`src/rtl/line_buffer_ctrl.sv`:
```
// ---------------------------------------------------------------------------
// line_buffer_ctrl : ping-pong line buffer sequencer and single-port RAM arbiter
// Revision : 1.0
// ---------------------------------------------------------------------------
`default_nettype none

module line_buffer_ctrl #(
  parameter int ADDR_W   = 9,
  parameter int DATA_W   = 8,
  parameter int LINE_LEN = 240
) (
  input  logic              VIDEO_CLK,
  input  logic              RESET,
  input  logic              WR_LINE_START,
  input  logic              WR_VALID,
  input  logic [DATA_W-1:0] WR_DATA,
  output logic              WR_READY,
  input  logic              RD_LINE_START,
  input  logic              RD_REQ,
  output logic              RD_VALID,
  output logic [DATA_W-1:0] RD_DATA,
  output logic [ADDR_W-1:0] RAM_ADDR,
  output logic              RAM_WE,
  output logic [DATA_W-1:0] RAM_WDATA,
  input  logic [DATA_W-1:0] RAM_RDATA,
  output logic              LINE_READY,
  output logic              OVERRUN,
  output logic [7:0]        REPEAT_COUNT
);

  localparam int                PTR_W    = ADDR_W - 1;
  localparam logic [ADDR_W-1:0] C_LEN    = ADDR_W'(LINE_LEN);
  localparam logic [PTR_W-1:0]  C_LAST   = PTR_W'(LINE_LEN - 1);

  // Pointers are one bit wider than the pixel field so a full 2^PTR_W line
  // can be counted without wrapping; the write pointer is the low bits of wr_cnt.
  logic              wr_bank_q, wr_bank_d;
  logic [ADDR_W-1:0] wr_cnt_q, wr_cnt_d;
  logic [ADDR_W-1:0] rd_ptr_q, rd_ptr_d;
  logic              hold_full_q, hold_full_d;
  logic [ADDR_W-1:0] hold_addr_q, hold_addr_d;
  logic [DATA_W-1:0] hold_data_q, hold_data_d;
  logic              wr_done_q, wr_done_d;
  logic              line_ready_q, line_ready_d;
  logic              overrun_q, overrun_d;
  logic [7:0]        repeat_q, repeat_d;
  logic              rd_valid_q, rd_valid_d;
  logic              rd_hit_q, rd_hit_d;

  logic              swap;
  logic              rd_bank_eff;
  logic [ADDR_W-1:0] rd_ptr_eff;
  logic              rd_in_range;
  logic              drain;
  logic              accept;
  logic              load;
  logic [ADDR_W-1:0] wr_cnt_eff;

  always_comb begin
    swap        = RD_LINE_START & wr_done_q;
    rd_bank_eff = swap ? wr_bank_q : ~wr_bank_q;
    rd_ptr_eff  = RD_LINE_START ? '0 : rd_ptr_q;
    rd_in_range = (rd_ptr_eff < C_LEN);
    drain       = hold_full_q & ~RD_REQ & ~RESET;

    RAM_WE    = drain;
    RAM_WDATA = hold_data_q;
    RAM_ADDR  = drain ? hold_addr_q : {rd_bank_eff, rd_ptr_eff[PTR_W-1:0]};

    WR_READY   = ~hold_full_q;
    accept     = WR_VALID & ~hold_full_q;
    wr_cnt_eff = (WR_LINE_START & ~wr_done_q) ? '0 : wr_cnt_q;
    load       = accept & ~wr_done_q & (wr_cnt_eff < C_LEN);

    wr_cnt_d    = wr_cnt_eff + ADDR_W'(load);
    hold_full_d = load | (hold_full_q & ~drain);
    hold_addr_d = load ? {wr_bank_q, wr_cnt_eff[PTR_W-1:0]} : hold_addr_q;
    hold_data_d = load ? WR_DATA : hold_data_q;
    overrun_d   = overrun_q | (accept & ~load);

    // Done only once the last pixel has actually reached the RAM.
    wr_done_d    = wr_done_q | (drain & (hold_addr_q[PTR_W-1:0] == C_LAST));
    wr_bank_d    = wr_bank_q ^ swap;
    line_ready_d = line_ready_q | swap;
    repeat_d     = repeat_q;
    if (swap) begin
      wr_done_d = 1'b0;
      wr_cnt_d  = '0;
    end else if (RD_LINE_START && repeat_q != 8'hFF) begin
      repeat_d = repeat_q + 8'd1;
    end

    rd_ptr_d   = rd_ptr_eff + ADDR_W'(RD_REQ & rd_in_range);
    rd_valid_d = RD_REQ;
    rd_hit_d   = RD_REQ & rd_in_range;
  end

  always_ff @(posedge VIDEO_CLK) begin
    if (RESET) begin
      wr_bank_q    <= 1'b0;
      wr_cnt_q     <= '0;
      rd_ptr_q     <= '0;
      hold_full_q  <= 1'b0;
      hold_addr_q  <= '0;
      hold_data_q  <= '0;
      wr_done_q    <= 1'b0;
      line_ready_q <= 1'b0;
      overrun_q    <= 1'b0;
      repeat_q     <= '0;
      rd_valid_q   <= 1'b0;
      rd_hit_q     <= 1'b0;
    end else begin
      wr_bank_q    <= wr_bank_d;
      wr_cnt_q     <= wr_cnt_d;
      rd_ptr_q     <= rd_ptr_d;
      hold_full_q  <= hold_full_d;
      hold_addr_q  <= hold_addr_d;
      hold_data_q  <= hold_data_d;
      wr_done_q    <= wr_done_d;
      line_ready_q <= line_ready_d;
      overrun_q    <= overrun_d;
      repeat_q     <= repeat_d;
      rd_valid_q   <= rd_valid_d;
      rd_hit_q     <= rd_hit_d;
    end
  end

  assign RD_VALID     = rd_valid_q;
  assign RD_DATA      = rd_hit_q ? RAM_RDATA : '0;
  assign LINE_READY   = line_ready_q;
  assign OVERRUN      = overrun_q;
  assign REPEAT_COUNT = repeat_q;

endmodule

`default_nettype wire

```
`config.mk`:
```
export PLATFORM = sky130hd
export DESIGN_NAME = line_buffer_ctrl
export DESIGN_NICKNAME = d
export VERILOG_FILES = /design/src/rtl/line_buffer_ctrl.sv
export SDC_FILE = /design/constraint.sdc
export NUM_CORES = 1
export LEC_CHECK = 0
export BUFFER_PORTS_ARGS = -buffer_cell sky130_fd_sc_hd__buf_2
export CAP_MARGIN = 20
export CORE_MARGIN = 2
export CORE_UTILIZATION = 56
export CTS_CLUSTER_SIZE = 28
export DETAILED_ROUTE_END_ITERATION = 8
export PLACE_DENSITY = 0.9
export SYNTH_ARGS = -nofsm -noshare
export SYNTH_HDL_FRONTEND = slang
export SYNTH_SLANG_ARGS = --single-unit
```
`constraint.sdc`:
```
create_clock -name VIDEO_CLK -period 5.9 [get_ports VIDEO_CLK]
set_clock_uncertainty 0.15 [all_clocks]
set_input_delay 0.295 -clock VIDEO_CLK [delete_from_list [all_inputs] [get_ports VIDEO_CLK]]
set_output_delay 0.295 -clock VIDEO_CLK [all_outputs]
set_load 0.02 [all_outputs]
```
==> flow_summary.html <==
<table>
<tr><th>Metric</th><th>Value</th></tr>
<tr><th colspan="2">Floorplanning</th></tr>
<tr><td>Initial standard-cell utilization of the core</td><td>58.4%</td></tr>
<tr><td>Die boundary height</td><td>68.8 um</td></tr>
<tr><td>Std cell rows</td><td>23</td></tr>
<tr><td>Horizontal die dimension</td><td>68.8 um</td></tr>
<tr><td>Core area</td><td>4030 sq um</td></tr>
<tr><td>Floorplan die area</td><td>4740 sq um</td></tr>
<tr><td>Count of boundary I/O pins</td><td>60</td></tr>
<tr><th colspan="2">Timing</th></tr>
<tr><td>Minimum clock period after layout</td><td>2930 ps</td></tr>
<tr><td>Unrepaired setup endpoints after global routing</td><td>no</td></tr>
<tr><td>Headroom to the max-slew limit</td><td>52.6%</td></tr>
<tr><td>Final worst path period share</td><td>49.6%</td></tr>
<tr><td>Final number of hold-violating endpoints</td><td>0</td></tr>
<tr><td>Max-slew violations</td><td>0</td></tr>
<tr><td>Setup violation total in the final timing report</td><td>0</td></tr>
<tr><td>Achievable Freq</td><td>0.341 GHz</td></tr>
<tr><td>Worst Max-Slew Pin Slew</td><td>711 ps</td></tr>
<tr><td>Worst Setup Slack, final</td><td>2970 ps</td></tr>
<tr><td>Setup TNS after final layout</td><td>0 ps</td></tr>
<tr><th colspan="2">Pwr</th></tr>
<tr><td>Power Density</td><td>240 nW/um^2</td></tr>
<tr><td>Clock network power share</td><td>36.7%</td></tr>
<tr><td>Maximum vdd drop</td><td>172 uV</td></tr>
<tr><td>Internal Dissipation</td><td>0.498 mW</td></tr>
<tr><td>Net Sw Power</td><td>0.165 mW</td></tr>
<tr><td>Portion of total power attributed to combinational logic</td><td>10.0%</td></tr>
<tr><td>Proportion of power drawn by flip-flops and latches</td><td>53.3%</td></tr>
<tr><td>LEAKAGE</td><td>1.15 nW</td></tr>
<tr><td>Switching fraction of total power</td><td>24.9%</td></tr>
<tr><td>Design Power</td><td>0.663 mW</td></tr>
<tr><th colspan="2">Global routing</th></tr>
<tr><td>Largest net degree at the start of global routing</td><td>40</td></tr>
<tr><td>Initial antenna violation count</td><td>0</td></tr>
<tr><td>First-pass GRT wire length</td><td>8830 um</td></tr>
<tr><td>Vias in the first global route</td><td>1934</td></tr>
<tr><td>All-Layer GR Usage</td><td>24.9%</td></tr>
<tr><td>Overflow left after global routing</td><td>0</td></tr>
<tr><th colspan="2">Setup path</th></tr>
<tr><td>Crit path max-delay cell type</td><td>sky130_fd_sc_hd__dfxtp_1</td></tr>
<tr><td>Top fanout value on the critical path</td><td>16</td></tr>
<tr><td>CP max stage delay</td><td>580 ps</td></tr>
<tr><td>Worst flop-to-flop path endpoint</td><td>wr_cnt_q[2]</td></tr>
<tr><td>Endpoint required time on the critical path</td><td>5940 ps</td></tr>
<tr><td>Beginning of the worst register-to-register path</td><td>wr_done_q</td></tr>
<tr><td>Critical path capture point type</td><td>flip-flop</td></tr>
<tr><td>Critical Path, Cell by Cell</td><td>nand2b_1 &gt; and3_1 &gt; nor2_1 &gt; ha_1 &gt; ha_1 &gt; a21o_1 &gt; a2111oi_0</td></tr>
<tr><td>Critical Setup Path Class</td><td>reg2reg</td></tr>
<tr><td>Setup crit start kind</td><td>flip-flop</td></tr>
<tr><td>Family with the most delay on the worst path</td><td>simple AND/OR/NAND/NOR gates</td></tr>
<tr><td>Number of buffer and inverter instances along the worst setup path</td><td>0</td></tr>
<tr><td>Most common cell on crit path</td><td>sky130_fd_sc_hd__ha_1</td></tr>
<tr><td>Register-to-register setup slack</td><td>2970 ps</td></tr>
<tr><td>Number of cell instances on the worst register-to-register path</td><td>7</td></tr>
<tr><td>Critical path data arrival time</td><td>2970 ps</td></tr>
<tr><th colspan="2">Hold path</th></tr>
<tr><td>Cells on Worst Hold Path</td><td>3</td></tr>
<tr><td>Beginning of the worst hold path</td><td>WR_DATA[2]</td></tr>
<tr><td>Hold WC Path Type</td><td>in2reg</td></tr>
<tr><td>Worst min-delay path endpoint</td><td>RAM_WDATA[2]</td></tr>
<tr><th colspan="2">Routing</th></tr>
<tr><td>Drt initial violations</td><td>142</td></tr>
<tr><td>DRC violation count after routing</td><td>0</td></tr>
<tr><td>Routed wire length</td><td>5460 um</td></tr>
<tr><td>Post-route antenna net violation count</td><td>0</td></tr>
<tr><td>Ratio of routed vias to standard cells</td><td>5.69</td></tr>
<tr><td>Total via count in the routed design</td><td>2167</td></tr>
<tr><td>Initial DRT Pass Iterations</td><td>5</td></tr>
<tr><td>Mean routed wirelength per cell</td><td>14.3 um</td></tr>
<tr><th colspan="2">CTS</th></tr>
<tr><td>Clock latency on the worst-skew pair</td><td>310 ps</td></tr>
<tr><td>Number of sinks driven by the clock tree</td><td>50</td></tr>
<tr><td>Reg clk slew, reported paths</td><td>90 ps</td></tr>
<tr><td>Number of buffers created by CTS</td><td>5</td></tr>
<tr><td>Number of buffers added to fix hold violations after cts</td><td>0</td></tr>
<tr><td>Cells resized by post-CTS repair</td><td>0</td></tr>
<tr><td>Buffer type at the clock tree root</td><td>sky130_fd_sc_hd__clkbuf_8</td></tr>
<tr><td>H-tree level count</td><td>2</td></tr>
<tr><td>Buffer count from post-CTS setup fixing</td><td>0</td></tr>
<tr><td>Clock tree from TritonCTS</td><td>done</td></tr>
<tr><td>Longest Clk Path Bufs</td><td>2</td></tr>
<tr><th colspan="2">Status</th></tr>
<tr><td>Run status</td><td>completed</td></tr>
<tr><th colspan="2">Synth</th></tr>
<tr><td>Unique cell type count in the Yosys netlist</td><td>42</td></tr>
<tr><td>Sequential share of the synthesized area</td><td>42.5%</td></tr>
<tr><td>Number of enable-type register cells in the synthesized netlist</td><td>0</td></tr>
<tr><td>Ys flop type</td><td>sky130_fd_sc_hd__dfxtp_1</td></tr>
<tr><td>Synthesized net count</td><td>309</td></tr>
<tr><td>Synthesized instance count</td><td>282</td></tr>
<tr><td>Post-synth design cell area</td><td>2350 sq um</td></tr>
<tr><td>Synthesized area per cell</td><td>8.35 sq um</td></tr>
<tr><td>Yosys warning count</td><td>0</td></tr>
<tr><td>#FFs+latches synth</td><td>50</td></tr>
<tr><td>Ys async rst share</td><td>0%</td></tr>
<tr><th colspan="2">Cells and area</th></tr>
<tr><td>Final nets</td><td>357</td></tr>
<tr><td>Fraction of layout instances using a drive strength above 1</td><td>22.4%</td></tr>
<tr><td>Antenna cells</td><td>0</td></tr>
<tr><td>Layout-stage area growth over the synthesis result</td><td>17.3%</td></tr>
<tr><td>Summed area of non-filler cells in the final layout</td><td>2760 sq um</td></tr>
<tr><th colspan="2">Flow run</th></tr>
<tr><td>Max cap viols</td><td>0</td></tr>
<tr><th colspan="2">Placement</th></tr>
<tr><td>Port Buf Inserts</td><td>59</td></tr>
<tr><td>Placed wire-length estimate</td><td>3890 um</td></tr>
<tr><td>Area of placed instances</td><td>2640 sq um</td></tr>
<tr><td>Last weighted congestion value of the routability-driven placer</td><td>0.842</td></tr>
<tr><td>Worst slack after detailed placement</td><td>3020 ps</td></tr>
</table>
## placed cells by master (no fill, tap or decap), drive strengths merged, types with 2 or more instances in the layout
cell | netlist | layout
clkinvlp | 0 | 2
nor2 | 17 | 17
or3 | 5 | 5
ha | 5 | 5
inv | 3 | 3
xnor2 | 3 | 3
or2 | 2 | 2
a21oi | 30 | 30
and2 | 13 | 13
and3 | 3 | 3
nand3 | 18 | 18
a31oi | 2 | 2
and3b | 2 | 2
mux2 | 2 | 2
buf | 4 | 60
o21ai | 25 | 25
and4b | 2 | 2
nand2 | 19 | 19
and4 | 3 | 3
nand4b | 2 | 2
clkbuf | 15 | 5
dfxtp | 50 | 50
nand4 | 8 | 8
xor2 | 8 | 8
a211oi | 3 | 3
nor3 | 5 | 5
nor2b | 10 | 10
nand2b | 11 | 11
## kinds of logic (layout without fill, tap and decap cells)
kind of cell	count (synthesis)	after routing	synth area share (%)
muxes	3	3	1.38
buffers and inverters	22	71	3.67
and+or+nand+nor	124	124	30.0
AOI/OAI and AO/OA	67	67	15.6
adders and majority gates	5	5	2.66
DFF	50	50	42.5
xor gates and xnor gates	11	11	4.09
## power by group through the flow
stage / logic [mW] / registers (mW) / clock network [mW]
floorplan: 0.0369 / 0.366 / 0
global placement: 0.0637 / 0.360 / 0
detailed placement: 0.0653 / 0.361 / 0
CTS: 0.0657 / 0.353 / 0.247
global route: 0.0739 / 0.355 / 0.260
finish: 0.0665 / 0.353 / 0.243
## how the worst max path moves through the flow
stage | endpoint | cells after the start | from | slack [ps]
6_report | wr_cnt_q[2] | 7 | wr_done_q | 2970
5_1_grt | wr_cnt_q[2] | 7 | wr_done_q | 2700
4_1_cts | wr_cnt_q[2] | 7 | wr_done_q | 2990
3_5_place_dp | wr_cnt_q[2] | 7 | wr_done_q | 3020
3_3_place_gp | wr_cnt_q[2] | 7 | wr_done_q | 3150
2_1_floorplan | wr_cnt_q[8] | 9 | hold_full_q | 3610
## synth_stat cells (all sizes together) (2+ instances only)
cell	count	share of area (%)
dfxtp	50	43
a21oi	30	6.4
o21ai	25	5.3
nand2	19	3.0
nand3	18	3.8
nor2	17	2.7
clkbuf	15	2.4
and2	13	3.5
nand2b	11	2.9
nor2b	10	2.7
nand4	8	2.1
xor2	8	3.0
ha	5	2.7
nor3	5	1.3
or3	5	1.3
buf	4	0.80
a211oi	3	0.96
and3	3	0.80
and4	3	1.1
inv	3	0.48
xnor2	3	1.1
a31oi	2	0.53
and3b	2	0.74
and4b	2	0.85
mux2	2	0.96
nand4b	2	0.74
or2	2	0.53
## layer usage
layer / GRT usage, % / vias to the layer above / part of all wire [%]
met5: 0 / - / 0
met4: 9.07 / 0 / 1.7
met3: 6.17 / 9 / 3.8
met2: 42.4 / 49 / 51
met1: 30.4 / 1022 / 44
li1: - / 1087 / -
## registers in the layout, summed over array words and instances, names as in the netlist
| name | flops |
|---|---|
| hold_full_q | 1 |
| hold_addr_q | 9 |
| wr_bank_q | 1 |
| OVERRUN | 1 |
| wr_cnt_q | 9 |
| rd_ptr_q | 9 |
| RAM_WDATA | 8 |
| rd_hit_q | 1 |
| LINE_READY | 1 |
| wr_done_q | 1 |
| REPEAT_COUNT | 8 |
| RD_VALID | 1 |
## worst reg2reg max path, stage by stage, from the launching register on
cell and delay (ps):
sky130_fd_sc_hd__dfxtp_1 580, sky130_fd_sc_hd__nand2b_1 410, sky130_fd_sc_hd__and3_1 500, sky130_fd_sc_hd__nor2_1 160, sky130_fd_sc_hd__ha_1 260, sky130_fd_sc_hd__ha_1 230, sky130_fd_sc_hd__a21o_1 160, sky130_fd_sc_hd__a2111oi_0 370
## area by class of cell
cell class                 instances  area [sq um]
sequential                        50          1000
tap                               50          62.6
inverter                           3          11.3
timing repair buffer              60           307
fill                             329          1270
multi-input combinational        210          1270
clock buffer                       5          68.8
clock inverter                     3          45.0
## through the flow
step                instances  hold slack (ps)  utilization, %
detailed placement        372              317            65.4
global route              381             64.2            68.5
finish                    381             77.3            68.5
CTS                       380             70.1            68.3
floorplan                 282              293               -
global placement          372              314            65.4
Power figures use the tool's default switching activity.
